<file path="config.mk">
export PLATFORM = sky130hd
export DESIGN_NAME = nexus_mult9x9_pipe_flat
export DESIGN_NICKNAME = d
export VERILOG_FILES = /design/src/rtl/nexus_mult_pkg.sv /design/src/rtl/nexus_mult9x9_pipe_if.sv /design/src/rtl/nexus_mult_stage.sv /design/src/rtl/nexus_mult9x9_pipe.sv /design/src/flat_wrapper.sv
export SDC_FILE = /design/constraint.sdc
export NUM_CORES = 1
export LEC_CHECK = 0
export ABC_AREA = 1
export BUFFER_PORTS_ARGS = -buffer_cell sky130_fd_sc_hd__buf_4
export CAP_MARGIN = 20
export CORE_ASPECT_RATIO = 0.75
export CORE_UTILIZATION = 62
export DETAILED_ROUTE_END_ITERATION = 8
export PLACE_DENSITY = 0.89
export SETUP_SLACK_MARGIN = 0.4
export SYNTH_ARGS = -nofsm -noshare
export SYNTH_HDL_FRONTEND = slang
export SYNTH_SLANG_ARGS = --single-unit
</file>
<file path="constraint.sdc">
create_clock -name vclk -period 10.2
set_clock_uncertainty 0.2 [all_clocks]
set_input_delay 2.55 -clock vclk [all_inputs]
set_output_delay 2.55 -clock vclk [all_outputs]
set_load 0.05 [all_outputs]
</file>
<file path="src/rtl/nexus_mult_pkg.sv">
`default_nettype none
// ============================================================================
// nexus_mult_pkg
//   Shared widths, register-mode constants and operand extension helper for
//   the Nexus MULT9X9 behavioural model.
//   Revision: 1.0
// ============================================================================
package nexus_mult_pkg;

  localparam int MULT_A_W = 9;
  localparam int MULT_B_W = 9;
  localparam int MULT_Z_W = 18;

  // Mode strings are carried as 64-bit packed values so they compare cleanly
  // at elaboration time.
  localparam logic [63:0] MODE_BYPASS   = "BYPASS";
  localparam logic [63:0] MODE_REGISTER = "REGISTER";

  function automatic logic [MULT_Z_W-1:0] ext_operand(input logic [MULT_A_W-1:0] op,
                                                      input bit sgn);
    if (sgn)
      return {{(MULT_Z_W-MULT_A_W){op[MULT_A_W-1]}}, op};
    else
      return {{(MULT_Z_W-MULT_A_W){1'b0}}, op};
  endfunction

endpackage
`default_nettype wire

</file>
<file path="src/rtl/nexus_mult9x9_pipe_if.sv">
`default_nettype none
// ============================================================================
// nexus_mult9x9_pipe_if
//   Operand/product bundle of the MULT9X9 model. AQ/BQ exist only when
//   NEXUS_MULT_TAP_EN is defined.
//   Revision: 1.0
// ============================================================================
interface nexus_mult9x9_pipe_if;
  import nexus_mult_pkg::*;

  logic                CEA;
  logic                CEB;
  logic                CEOUT;
  logic [MULT_A_W-1:0] A;
  logic [MULT_B_W-1:0] B;
  logic                VLD_I;
  logic [MULT_Z_W-1:0] Z;
  logic                VLD_O;
`ifdef NEXUS_MULT_TAP_EN
  logic [MULT_A_W-1:0] AQ;
  logic [MULT_B_W-1:0] BQ;
`endif

  modport master (
    output CEA, CEB, CEOUT, A, B, VLD_I,
    input  Z, VLD_O
`ifdef NEXUS_MULT_TAP_EN
    , input AQ, BQ
`endif
  );

  modport slave (
    input  CEA, CEB, CEOUT, A, B, VLD_I,
    output Z, VLD_O
`ifdef NEXUS_MULT_TAP_EN
    , output AQ, BQ
`endif
  );

endinterface
`default_nettype wire

</file>
<file path="src/rtl/nexus_mult_stage.sv">
`default_nettype none
// ============================================================================
// nexus_mult_stage
//   Width-parameterised enable register with async active-high reset, or a
//   plain wire when BYPASS is set.
//   Revision: 1.0
// ============================================================================
module nexus_mult_stage #(
  parameter int W      = 1,
  parameter bit BYPASS = 1'b0
) (
  input  wire logic         CLK,
  input  wire logic         RST,
  input  wire logic         i_en,
  input  wire logic [W-1:0] i_d,
  output logic      [W-1:0] o_q
);

  generate
    if (BYPASS) begin : g_bypass
      logic w_unused;
      assign w_unused = &{1'b0, CLK, RST, i_en};
      assign o_q = i_d;
    end else begin : g_reg
      logic [W-1:0] r_q;
      always_ff @(posedge CLK or posedge RST) begin
        if (RST)
          r_q <= '0;
        else if (i_en)
          r_q <= i_d;
      end
      assign o_q = r_q;
    end
  endgenerate

endmodule
`default_nettype wire

</file>
<file path="src/rtl/nexus_mult9x9_pipe.sv">
`default_nettype none
// ============================================================================
// nexus_mult9x9_pipe
//   9x9 multiplier with optional A/B input and Z output registers plus a
//   tracking valid bit. Optional operand taps: NEXUS_MULT_TAP_EN.
//   Revision: 1.0
// ============================================================================
module nexus_mult9x9_pipe
  import nexus_mult_pkg::*;
#(
  parameter logic [63:0] REGINPUTA = MODE_BYPASS,
  parameter logic [63:0] REGINPUTB = MODE_BYPASS,
  parameter logic [63:0] REGOUTPUT = MODE_BYPASS,
  parameter bit          SIGNED    = 1'b0
) (
  input wire logic             CLK,
  input wire logic             RST,
  nexus_mult9x9_pipe_if.slave  bus
);

  localparam bit c_REG_A  = (REGINPUTA == MODE_REGISTER);
  localparam bit c_REG_B  = (REGINPUTB == MODE_REGISTER);
  localparam bit c_REG_Z  = (REGOUTPUT == MODE_REGISTER);
  localparam bit c_IN_STG = c_REG_A || c_REG_B;

  logic [MULT_A_W-1:0] w_aq;
  logic [MULT_B_W-1:0] w_bq;
  logic                w_vin;
  logic                w_in_en;
  logic [MULT_Z_W-1:0] w_prod;

  // The input valid only advances when every present operand register loads.
  assign w_in_en = (!c_REG_A || bus.CEA) && (!c_REG_B || bus.CEB);

  nexus_mult_stage #(.W(MULT_A_W), .BYPASS(!c_REG_A)) u_stg_a (
    .CLK(CLK), .RST(RST), .i_en(bus.CEA), .i_d(bus.A), .o_q(w_aq)
  );

  nexus_mult_stage #(.W(MULT_B_W), .BYPASS(!c_REG_B)) u_stg_b (
    .CLK(CLK), .RST(RST), .i_en(bus.CEB), .i_d(bus.B), .o_q(w_bq)
  );

  nexus_mult_stage #(.W(1), .BYPASS(!c_IN_STG)) u_stg_vin (
    .CLK(CLK), .RST(RST), .i_en(w_in_en), .i_d(bus.VLD_I), .o_q(w_vin)
  );

  // Low 18 bits of the 18x18 product of extended operands is exact for 9x9.
  assign w_prod = ext_operand(w_aq, SIGNED) * ext_operand(w_bq, SIGNED);

  nexus_mult_stage #(.W(MULT_Z_W), .BYPASS(!c_REG_Z)) u_stg_z (
    .CLK(CLK), .RST(RST), .i_en(bus.CEOUT), .i_d(w_prod), .o_q(bus.Z)
  );

  nexus_mult_stage #(.W(1), .BYPASS(!c_REG_Z)) u_stg_vout (
    .CLK(CLK), .RST(RST), .i_en(bus.CEOUT), .i_d(w_vin), .o_q(bus.VLD_O)
  );

`ifdef NEXUS_MULT_TAP_EN
  assign bus.AQ = w_aq;
  assign bus.BQ = w_bq;
`endif

endmodule
`default_nettype wire

</file>
<file path="src/flat_wrapper.sv">
// flat-port wrapper written by rule: the top's interface ports become plain ports
module nexus_mult9x9_pipe_flat import nexus_mult_pkg::*;
#(
  parameter logic [63:0] REGINPUTA = MODE_BYPASS,
  parameter logic [63:0] REGINPUTB = MODE_BYPASS,
  parameter logic [63:0] REGOUTPUT = MODE_BYPASS,
  parameter bit          SIGNED    = 1'b0
)
  (CLK, RST, bus_CEA, bus_CEB, bus_CEOUT, bus_A, bus_B, bus_VLD_I, bus_Z, bus_VLD_O);
  nexus_mult9x9_pipe_if bus_i ();
  input wire logic CLK;
  input wire logic RST;
  input wire logic [$bits(bus_i.CEA)-1:0] bus_CEA;
  input wire logic [$bits(bus_i.CEB)-1:0] bus_CEB;
  input wire logic [$bits(bus_i.CEOUT)-1:0] bus_CEOUT;
  input wire logic [$bits(bus_i.A)-1:0] bus_A;
  input wire logic [$bits(bus_i.B)-1:0] bus_B;
  input wire logic [$bits(bus_i.VLD_I)-1:0] bus_VLD_I;
  output wire logic [$bits(bus_i.Z)-1:0] bus_Z;
  output wire logic [$bits(bus_i.VLD_O)-1:0] bus_VLD_O;
  assign bus_i.CEA = bus_CEA;
  assign bus_i.CEB = bus_CEB;
  assign bus_i.CEOUT = bus_CEOUT;
  assign bus_i.A = bus_A;
  assign bus_i.B = bus_B;
  assign bus_i.VLD_I = bus_VLD_I;
  assign bus_Z = bus_i.Z;
  assign bus_VLD_O = bus_i.VLD_O;
  nexus_mult9x9_pipe #(.REGINPUTA(REGINPUTA), .REGINPUTB(REGINPUTB), .REGOUTPUT(REGOUTPUT), .SIGNED(SIGNED)) u_core (.CLK(CLK), .RST(RST), .bus(bus_i));
endmodule
</file>
==> results_dict.tcl, run 1 <==
set metrics [dict create \
    outcome "finished, final reports clean" \
    fin_crit_ns 9.06 \
    drc 0 \
    die_y_um 61.3 \
    synth_top_area_share 0.345 \
    synth_area_leader_cell "fa_1" \
    fillCellCount 366 \
    synth_cell_types 23 \
    irDropWorstVdd_mv 0.411 \
    seq_area_frac_synth 0 \
    slowest_stage "fa_1" \
    grt_pass1_wl_mm 9.91 \
    critPathKind "in2out" \
    end_kind "output port" \
    overflow 0 \
    seqCellArea_um2 0 \
    dieArea_um2 4960 \
    drtAntennaViolNets 0 \
    multi_input_comb_area_um2 2280 \
    cts_resized 0 \
    netlist_area_um2 2900 \
    power.density_nw_per_um2 289 \
    grt_use_total 0.255 \
    synthTopCellsByArea "fa_1, inv_1, nand2_1, ha_1, clkbuf_1" \
    design.seq.count 0 \
    holdBufCountCts 0 \
    crit_buf_inv 6 \
    nets 569 \
    start_util 0.650 \
    grt_start_max_net_pins 10 \
    start_kind "input pin" \
    synth_nets 550 \
    num_vias 2488 \
    rsz0062_at_grt "false" \
    yosys_warnings 0 \
    grt_pass1_vias 2372 \
    worstPathCellList "buf_4 -> nand2_1 -> fa_1 -> fa_1 -> inv_1 -> fa_1 -> inv_1 -> fa_1 -> inv_1 -> ha_1 -> nand2_1 -> clkinv_1 -> nand3_1 -> nand2_1 -> nand2_1 -> nand3_1 -> nand2_1 -> buf_4" \
    crit_start "bus_B[8]" \
    cpMostUsedCell "nand2_1" \
    rows 21 \
    syn_avg_cell_area_um2 6.63 \
    antenna_found_initial 0 \
    power_leakage_nw 2.19 \
    layout_commonest_cell "inv_1" \
    cp_slowest_stage_delay_ns 0.57 \
    min_from "bus_VLD_I" \
    hold_viol_final 0 \
    fp.dieW_um 81.0 \
    critPathRequiredTime_ns 7.45 \
    tightest_slew_ns 0.217 \
    core_um2 4470 \
    crit_family "adder cells" \
    setup_viol 0 \
    post_cts_buffers 0 \
    drtIter0Drc 110 \
    hold_class "in2out" \
    firstDrtPassIters 6 \
    io_pins 43 \
    whs_ns 4.90 \
    nClkBuffers 0 \
    portBuffers 36 \
    drive_gt1_frac 0.108 \
    via_per_inst 4.86 \
    setup_tns_ns 0 \
    wl_per_cell_um 11.4 \
    dp_hpwl_mm 5.08 \
    syn_to_final_growth_pct 9.18 \
    routed_wl_mm 5.85 \
    diodes 0 \
    max_freq_ghz 0.110 \
    syn_inst 438 \
    place_congestion 0.887 \
    finalCritPeriodShare 0.888 \
    layout_common_cells "inv_1, nand2_1, fa_1, ha_1, buf_4" \
    cap_violations 0 \
    critPathMaxFanout 9 \
    crit_arrival_ns 6.31 \
    slew_violations 0 \
    maxSlewHeadroom 0.855 \
]
metal layers:
| metal | vias up | track usage | share of wire |
|---|---|---|---|
| met5 | - | 0 | 0 |
| met3 | 4 | 0.0237 | 0.061 |
| met4 | 0 | 0.0204 | 0.0036 |
| li1 | 1251 | - | - |
| met2 | 69 | 0.462 | 0.49 |
| met1 | 1164 | 0.350 | 0.44 |
cell type report:
| cell class | instances | area share |
|---|---|---|
| timing repair buffer | 36 | 0.0853 |
| inverter | 146 | 0.173 |
| tap | 57 | 0.0225 |
| multi-input combinational | 273 | 0.719 |
final timing paths:
kind	to	depth (start not counted)
max	bus_Z[17]	18
min	bus_VLD_O	0
report_power, final:
group,switching (mW),leakage (nW),internal [mW]
clock,0,0,0
sequential,0,0,0
combinational,0.619,2.19,0.295
synthesized netlist by cell type:
cell and n:
xor2_1 3, buf_4 1, inv_2 4, nand2_1 135, a21oi_2 1, nand4_1 3
nor2_2 2, or2_1 1, a21oi_1 5, fa_1 50, nand3_1 7, nor3_2 1
nand2_2 3, nand3b_1 1, o21bai_1 1, nor2_4 1, clkinv_1 1, ha_1 38
clkbuf_1 18, inv_1 141, nor2_1 15, xnor2_1 5, o21ai_2 1
per-stage QoR:
stage	std cells	setup slack (ns)	cell area, µm²	util	power [mW]
detailed placement	512	1.16	3170	0.710	0.918
global route	512	0.903	3170	0.710	1.01
global placement	512	1.18	3170	0.710	0.905
floorplan	438	0.844	2900	-	0.707
CTS	512	1.15	3170	0.710	0.921
finish	512	1.14	3170	0.710	0.915
kinds of logic (layout without fill, tap and decap cells):
family	Yosys count	count (layout)	synth area share
AOI/OAI and AO/OA	8	8	0.0172
xor gates and xnor gates	8	8	0.0241
adders and majority gates	88	88	0.509
buffers and inverters	165	182	0.215
and+or+nand+nor	169	169	0.235
No activity file was read; power rests on OpenSTA's default activity.
==> run 2: changes to the inputs <==
--- a/config.mk
+++ b/config.mk
@@ -5,14 +5,14 @@
 export SDC_FILE = /design/constraint.sdc
 export NUM_CORES = 1
 export LEC_CHECK = 0
-export ABC_AREA = 1
 export BUFFER_PORTS_ARGS = -buffer_cell sky130_fd_sc_hd__buf_4
 export CAP_MARGIN = 20
 export CORE_ASPECT_RATIO = 0.75
-export CORE_UTILIZATION = 62
+export CORE_UTILIZATION = 61
 export DETAILED_ROUTE_END_ITERATION = 8
-export PLACE_DENSITY = 0.89
+export PLACE_DENSITY = 0.88
 export SETUP_SLACK_MARGIN = 0.4
+export SLEW_MARGIN = 40
 export SYNTH_ARGS = -nofsm -noshare
 export SYNTH_HDL_FRONTEND = slang
 export SYNTH_SLANG_ARGS = --single-unit
==> results_dict.tcl, run 2 <==
set metrics [dict create \
    via_per_inst 5.32 \
    yosys_warnings 0 \
    syn_avg_cell_area_um2 8.51 \
    ys_top_cells_by_count "inv_1, and2_1, fa_1" \
    layout_common_cells "inv_1, and2_1, fa_1, ha_1" \
    hold_class "in2out" \
    portBuffers 36 \
    nets 461 \
    grt_pass1_vias 2011 \
    core_um2 4130 \
    start_kind "input pin" \
    rsz0062_at_grt "false" \
    grt_start_max_net_pins 11 \
    cap_violations 0 \
    seqCellArea_um2 0 \
    cpMostUsedCell "fa_1" \
    post_cts_buffers 0 \
    overflow 0 \
    synth_area_leader_cell "fa_1" \
    grt_pass1_wl_mm 9.33 \
    drc 0 \
    syn_to_final_growth_pct 11.5 \
    antenna_found_initial 0 \
    slew_violations 0 \
    grt_use_total 0.256 \
    cp_slowest_stage_delay_ns 0.54 \
    fp.dieW_um 78.7 \
    synth_cell_types 37 \
    multi_input_comb_area_um2 2390 \
    critPathKind "in2out" \
    tightest_slew_ns 0.377 \
    end_kind "output port" \
    finalCritPeriodShare 0.916 \
    synth_top_area_share 0.372 \
    diodes 0 \
    dieArea_um2 4680 \
    syn_inst 316 \
    place_congestion 0.868 \
    design.seq.count 0 \
    num_vias 2137 \
    setup_viol 0 \
    maxSlewHeadroom 0.748 \
    outcome "finished, final reports clean" \
    drtAntennaViolNets 0 \
    die_y_um 59.5 \
    seq_area_frac_synth 0 \
    whs_ns 4.90 \
    crit_buf_inv 4 \
    yosysMostFrequentCell "inv_1" \
    drtIter0Drc 107 \
    start_util 0.651 \
    cts_resized 0 \
    worstPathCellList "buf_4 -> and2_1 -> fa_1 -> fa_1 -> fa_1 -> inv_1 -> fa_1 -> inv_1 -> ha_1 -> a211o_1 -> o21ai_2 -> o21ai_1 -> a211o_1 -> buf_4" \
    nClkBuffers 0 \
    netlist_area_um2 2690 \
    holdBufCountCts 0 \
    fin_crit_ns 9.34 \
    hold_viol_final 0 \
    max_freq_ghz 0.107 \
    crit_arrival_ns 6.59 \
    fillCellCount 316 \
    rows 20 \
    synth_nets 428 \
    wl_per_cell_um 13.5 \
    crit_family "adder cells" \
    layout_commonest_cell "inv_1" \
    io_pins 43 \
    routed_wl_mm 5.43 \
    drive_gt1_frac 0.121 \
    critPathMaxFanout 9 \
    critPathRequiredTime_ns 7.45 \
    synthTopCellsByArea "fa_1, ha_1, and2_1, inv_1, nand2_1" \
    dp_hpwl_mm 4.76 \
    firstDrtPassIters 5 \
    slowest_stage "fa_1" \
]
-- run 2: changes by cell type after synthesis, moves of 4 or more --
cell	delta
nand3_1	-7
nand2_1	-99
and2_1	+51
clkbuf_1	-15
inv_2	-4
inv_1	-70
nor2_1	-9
-- run 2: layout make-up --
cell class / instances / share of cell area
inverters: 71 / 0.0889
multi-input cells: 240 / 0.798
well taps: 55 / 0.0230
repair buffers: 36 / 0.0902
-- run 2: routing by layer --
metal  GRT usage  vias up  part of all wire
li1            -     1041                 -
met2       0.405       67              0.44
met4      0.0106        0            0.0015
met1       0.396     1027              0.48
met5           0        -                 0
met3      0.0338        2             0.071
-- run 2: worst paths after layout --
check	from	endpoint	slack [ns]	cells after the start
worst max-delay path	bus_A[2]	bus_Z[17]	0.86	14
worst min-delay path	bus_VLD_I	bus_VLD_O	4.90	0
-- run 2: cells by family after synthesis --
family | Yosys count | share of synthesized area
xor+xnor | 9 | 0.0293
buf+inv | 76 | 0.110
mux | 1 | 0.00372
fa+ha+maj | 88 | 0.549
simple gates | 108 | 0.215
compound gates | 34 | 0.0931
-- run 2: stage by stage --
stage	cell area (µm²)	std cells	setup WS, ns	util	setup TNS, ns
after detailed placement	3000	402	0.847	0.726	0
after floorplan	2690	316	-0.128	-	-0.256
after global routing	3000	402	0.635	0.726	0
after CTS	3000	402	0.846	0.726	0
final	3000	402	0.857	0.726	0
after global placement	3000	402	0.859	0.726	0
Power of run 2 is not shown: default switching activity piles up to over one toggle a cycle in this logic, so the estimate is an artifact.
